**src/rtl/riscv_pkg.sv**
```systemverilog
// rtl/riscv_pkg.sv - shared RV32I constants, opcodes and fetch-stage types
package riscv_pkg;

    localparam logic [31:0] RESET_PC  = 32'h0040_0000;
    localparam logic [31:0] NOP_INSTR = 32'h0000_0013;

    typedef enum logic [1:0] {
        ST_FETCH = 2'd0,
        ST_HELD  = 2'd1,
        ST_DRAIN = 2'd2
    } fetch_state_e;

    localparam logic [6:0] OPC_LUI      = 7'b0110111;
    localparam logic [6:0] OPC_AUIPC    = 7'b0010111;
    localparam logic [6:0] OPC_JAL      = 7'b1101111;
    localparam logic [6:0] OPC_JALR     = 7'b1100111;
    localparam logic [6:0] OPC_BRANCH   = 7'b1100011;
    localparam logic [6:0] OPC_LOAD     = 7'b0000011;
    localparam logic [6:0] OPC_STORE    = 7'b0100011;
    localparam logic [6:0] OPC_OP_IMM   = 7'b0010011;
    localparam logic [6:0] OPC_OP       = 7'b0110011;
    localparam logic [6:0] OPC_MISC_MEM = 7'b0001111;
    localparam logic [6:0] OPC_SYSTEM   = 7'b1110011;

    // Instruction addresses are word aligned; low two bits are dropped
    function automatic logic [31:0] align_word(input logic [31:0] addr);
        return addr & ~32'd3;
    endfunction

endpackage

```
**src/rtl/instruction_fetch.sv**
```systemverilog
// rtl/instruction_fetch.sv - RV32I fetch stage with hold buffer and redirect drain
module instruction_fetch
    import riscv_pkg::*;
(
    input  logic        clock,
    input  logic        reset,
    input  logic        stall,
    input  logic        redirect,
    input  logic [31:0] redirect_pc,
    output logic        imem_req,
    output logic [31:0] imem_addr,
    input  logic        imem_ready,
    input  logic [31:0] imem_rdata,
    output logic [31:0] instr_out,
    output logic [31:0] pc_out,
    output logic        succ
);

    fetch_state_e r_state, w_state_nxt;
    logic [31:0]  r_pc, w_pc_nxt;
    logic [31:0]  r_fetch_addr, w_fetch_addr_nxt;
    logic [31:0]  r_hold_instr, w_hold_instr_nxt;
    logic [31:0]  r_hold_pc, w_hold_pc_nxt;
    logic [31:0]  r_instr, w_instr_nxt;
    logic [31:0]  r_pc_out, w_pc_out_nxt;
    logic         r_succ, w_succ_nxt;
    logic [31:0]  w_redirect_target;
    logic         w_redirect_to_fetch;

    assign w_redirect_target = align_word(redirect_pc);

    // A redirect may retarget immediately only when no request is left unacknowledged
    assign w_redirect_to_fetch = (r_state == ST_HELD) || imem_ready;

    // Request is dropped while reset is held so memory never sees a stale request
    assign imem_req  = reset && (r_state != ST_HELD);
    assign imem_addr = r_fetch_addr;
    assign instr_out = r_instr;
    assign pc_out    = r_pc_out;
    assign succ      = r_succ;

    // State and datapath registers
    always_ff @(posedge clock or negedge reset) begin
        if (!reset) begin
            r_state      <= ST_FETCH;
            r_pc         <= RESET_PC;
            r_fetch_addr <= RESET_PC;
            r_hold_instr <= NOP_INSTR;
            r_hold_pc    <= 32'd0;
            r_instr      <= NOP_INSTR;
            r_pc_out     <= 32'd0;
            r_succ       <= 1'b1;
        end else begin
            r_state      <= w_state_nxt;
            r_pc         <= w_pc_nxt;
            r_fetch_addr <= w_fetch_addr_nxt;
            r_hold_instr <= w_hold_instr_nxt;
            r_hold_pc    <= w_hold_pc_nxt;
            r_instr      <= w_instr_nxt;
            r_pc_out     <= w_pc_out_nxt;
            r_succ       <= w_succ_nxt;
        end
    end

    // Next-state and output decode; redirect is applied last so it overrides stall
    always_comb begin
        w_state_nxt      = r_state;
        w_pc_nxt         = r_pc;
        w_fetch_addr_nxt = r_fetch_addr;
        w_hold_instr_nxt = r_hold_instr;
        w_hold_pc_nxt    = r_hold_pc;
        w_instr_nxt      = r_instr;
        w_pc_out_nxt     = r_pc_out;
        w_succ_nxt       = r_succ;

        case (r_state)
            ST_FETCH: begin
                if (imem_ready && !stall) begin
                    w_instr_nxt      = imem_rdata;
                    w_pc_out_nxt     = r_fetch_addr;
                    w_succ_nxt       = 1'b0;
                    w_fetch_addr_nxt = r_fetch_addr + 32'd4;
                    w_pc_nxt         = r_fetch_addr + 32'd4;
                end else if (imem_ready && stall) begin
                    w_hold_instr_nxt = imem_rdata;
                    w_hold_pc_nxt    = r_fetch_addr;
                    w_state_nxt      = ST_HELD;
                end else if (!stall) begin
                    w_instr_nxt  = NOP_INSTR;
                    w_pc_out_nxt = 32'd0;
                    w_succ_nxt   = 1'b1;
                end
            end
            ST_HELD: begin
                if (!stall) begin
                    w_instr_nxt      = r_hold_instr;
                    w_pc_out_nxt     = r_hold_pc;
                    w_succ_nxt       = 1'b0;
                    w_fetch_addr_nxt = r_hold_pc + 32'd4;
                    w_pc_nxt         = r_hold_pc + 32'd4;
                    w_state_nxt      = ST_FETCH;
                end
            end
            ST_DRAIN: begin
                // The response for the abandoned address is consumed and thrown away
                w_instr_nxt  = NOP_INSTR;
                w_pc_out_nxt = 32'd0;
                w_succ_nxt   = 1'b1;
                if (imem_ready) begin
                    w_fetch_addr_nxt = r_pc;
                    w_state_nxt      = ST_FETCH;
                end
            end
            default: begin
                w_state_nxt = ST_FETCH;
            end
        endcase

        if (redirect) begin
            w_pc_nxt         = w_redirect_target;
            w_instr_nxt      = NOP_INSTR;
            w_pc_out_nxt     = 32'd0;
            w_succ_nxt       = 1'b1;
            w_hold_instr_nxt = NOP_INSTR;
            w_hold_pc_nxt    = 32'd0;
            if (w_redirect_to_fetch) begin
                w_fetch_addr_nxt = w_redirect_target;
                w_state_nxt      = ST_FETCH;
            end else begin
                w_fetch_addr_nxt = r_fetch_addr;
                w_state_nxt      = ST_DRAIN;
            end
        end
    end

endmodule

```
**config.mk**
```make
export PLATFORM = sky130hd
export DESIGN_NAME = instruction_fetch
export DESIGN_NICKNAME = d
export VERILOG_FILES = /design/src/rtl/riscv_pkg.sv /design/src/rtl/instruction_fetch.sv
export SDC_FILE = /design/constraint.sdc
export NUM_CORES = 1
export LEC_CHECK = 0
export ABC_AREA = 1
export ABC_CLOCK_PERIOD_IN_PS = 2300
export BUFFER_PORTS_ARGS = -buffer_cell sky130_fd_sc_hd__buf_2
export CORE_MARGIN = 2
export CORE_UTILIZATION = 55
export CTS_BUF_LIST = sky130_fd_sc_hd__clkbuf_16
export DETAILED_ROUTE_END_ITERATION = 10
export PLACE_DENSITY = 0.74
export SETUP_SLACK_MARGIN = 0.1
export SYNTH_ARGS = -nofsm -noshare
export SYNTH_HDL_FRONTEND = slang
export SYNTH_SLANG_ARGS = --single-unit
```
**constraint.sdc**
```tcl
create_clock -name clock -period 2.3 [get_ports clock]
set_input_delay 0.23 -clock clock [delete_from_list [all_inputs] [get_ports clock]]
set_output_delay 0.23 -clock clock [all_outputs]
set_load 0.01 [all_outputs]
```
==> out/metrics.yaml <==
finish:
  layout_commonest_cell: "nand2_1"
  finalNetCount: 1792
  multi_input_area_mm2: 0.00543
  final_cell_mix: "392 x nand2_1, 195 x nor2_1, 188 x o21ai_0, 186 x dfrtp_1, 163 x buf_2"
  syn_to_final_growth_pct: 18.1
  diodes: 0
  register_area_mm2: 0.00489
  final_layout_size_suffix_gt1_share_pct: 16.5
  finish.instance_area_mm2: 0.0132
  fillCellCount: 1838
  final_util_pct: 65.8
timing:
  setup_viol: 0
  finalWorstPathRequiredPeriod_ns: 2.10
  setup-tns-final_ns: 0
  rsz0062_at_grt: "true"
  setup_ws_ns: 0.199
  relSlewSlack_pct: 55.7
  hold_viol_final: 0
  drv_slew: 0
  fin_skew_ns: 0.0136
  worstMarginPinSlew_ns: 0.657
  fmax_mhz: 476
  period_share_pct: 91.4
synth:
  syn-cell-area_mm2: 0.0112
  synthDistinctLibCells: 40
  ys_ff_latch: 195
  synth_warnings: 0
  synth_edf_count: 0
  synth_nets: 1646
  synthArstFlopShare_pct: 100
  syn_inst: 1572
  avgSynthCellArea_um2: 7.12
  synth-seq-area-share_pct: 43.7
  ys.flop_type: "dfrtp_1"
placed_design:
  dp_slack_ns: 0.200
  numPortBuffers: 164
  dpl.hpwl_um: 26300
  dpl_cell_area_mm2: 0.0126
  place.gp.congestion: 0.957
global_route:
  grt_max_degree: 79
  antenna_found_initial: 0
  grt_overflow_total: 0
  grt_pass1_vias: 10600
  grt_first_pass_wirelength_um: 58200
  gr-usage-all-layers_pct: 34.4
die:
  io_pins: 167
  coreArea_mm2: 0.0201
  initial_core_util_pct: 55.7
  die_w_um: 147
  dieArea_mm2: 0.0215
  die_h_um: 147
  std_cell_rows: 52
hold_path:
  hold_start: "imem_rdata[28]"
  whs_endpoint: "r_hold_instr[28]"
  worstHoldPathType: "input pin to flop"
  whs_path_depth: 3
job:
  drv_cap: 0
detailed_routing:
  ant_nets: 0
  viasPerCell: 5.72
  avgRoutedWirePerCell_um: 18.2
  drt_first_pass_iters: 5
  via_count: 11400
  route.detailed.drc: 0
  wirelength_um: 36400
  drt_iter0_drc: 987
clocking:
  cts-buffers-inserted: 17
  post_cts_buffers: 0
  htree_levels: 4
  clk_pin_slew_worst_paths_ns: 0.08
  clk_latency_ns: 0.45
  clkSinkCount: 195
  clockBufferDepth: 2
  cts_tree: "built"
  cts-root-buf: "clkbuf_16"
worst_setup_path:
  cp-start-kind: "flop"
  path_max_fanout: 33
  critPathArrivalTime_ns: 2.48
  r2r-start: "r_state[1]"
  r2r_slack_ns: 0.20
  crit_required_ns: 2.68
  r2r_cells: 9
  rr_endpoint: "imem_addr[9]"
  critPathKind: "flop to flop"
  crit_path_end_kind: "flop"
power:
  leakagePower_nw: 6.22
  p_per_area_mw_per_mm2: 1300
  ir_worst_vdd_mv: 1.22
status:
  status: "completed"
-- per-layer routing --
metal | GRT usage [%] | routed length [um] | vias up
li1 | - | - | 5495
met1 | 50.8 | 16000 | 5358
met2 | 52.1 | 16000 | 537
met3 | 7.27 | 3690 | 52
met4 | 8.30 | 645 | 0
met5 | 0 | 0 | -
-- logic make-up after synthesis --
family	Yosys count	share of synthesized area, %
simple gates	739	26.9
compound gates	381	19.2
buf+inv	236	8.43
flops	195	43.7
xor+xnor	16	1.25
fa+ha+maj	5	0.559
-- timing repair --
| action | 4_1_cts | 5_1_grt |
|---|---|---|
| hold buffers | 1 | 0 |
| setup endpoints to repair | 0 | 37 |
| hold endpoints to repair | 50 | 0 |
| gates resized for setup | 0 | 12 |
-- synthesized netlist by cell type, types with 3 or more instances --
master	count	area, um2
nor2_1	200	751
dfstp_2	9	236
nor2_2	4	25.0
ha_1	5	62.6
nand4_1	7	43.8
dfrtp_1	186	4650
nor3_1	3	15.0
a31oi_1	11	68.8
nand2_1	393	1480
a22oi_1	3	22.5
o22ai_1	25	156
clkbuf_1	49	184
o211ai_1	60	450
nand3_1	123	616
inv_1	136	510
a21oi_1	70	350
a41oi_1	4	35.0
buf_2	26	130
o21ai_1	10	50.1
inv_2	7	26.3
xor2_1	15	131
buf_4	7	52.6
o21ai_0	189	946
buf_1	9	33.8
-- cell type report --
| type | instances | area share (%) |
|---|---|---|
| clock buffers | 17 | 3.22 |
| clock inverters | 15 | 1.45 |
| inverters | 145 | 4.13 |
| multi-input cells | 1141 | 41.1 |
| flip-flops and latches | 195 | 37.0 |
| well taps | 270 | 2.55 |
| repair buffers | 218 | 10.6 |
-- report_power, final --
group | internal, mW | switching (mW)
Sequential | 4.62 | 1.13
Clock | 1.66 | 1.50
Combinational | 2.83 | 5.44
Total | 9.11 | 8.06
-- worst max-delay path by stage --
stage | start | end
after CTS | r_state[1] | imem_addr[20]
after global placement | r_state[1] | imem_addr[20]
after global routing | r_state[1] | imem_addr[20]
after detailed placement | r_state[1] | imem_addr[20]
final | r_state[1] | imem_addr[9]
after floorplan | r_state[0] | instr_out[28]
-- flip-flops by register name, indices dropped and copies added, names as in the netlist --
register	cells
succ	1
r_pc	32
r_state	2
r_hold_instr	32
instr_out	32
pc_out	32
imem_addr	32
r_hold_pc	32
-- per-stage QoR --
stage / hold WS [ns] / std cells / total power [mW]
after floorplan: -0.0656 / 1572 / 10.6
after global placement: 0.231 / 1968 / 13.6
after detailed placement: 0.229 / 1968 / 13.8
after CTS: 0.0327 / 2001 / 17.0
after global routing: 0.0402 / 2001 / 18.4
final: 0.0424 / 2001 / 17.2
-- critical path: stages, from the launching register on --
cell and delay (ns):
dfrtp_1 0.38, inv_1 0.13, ha_2 0.27, buf_4 0.39, o21ai_0 0.15, a21oi_1 0.37, nand2_1 0.09, nand3_1 0.10
o21ai_0 0.08, inv_1 0.06
Power figures use the tool's default switching activity.
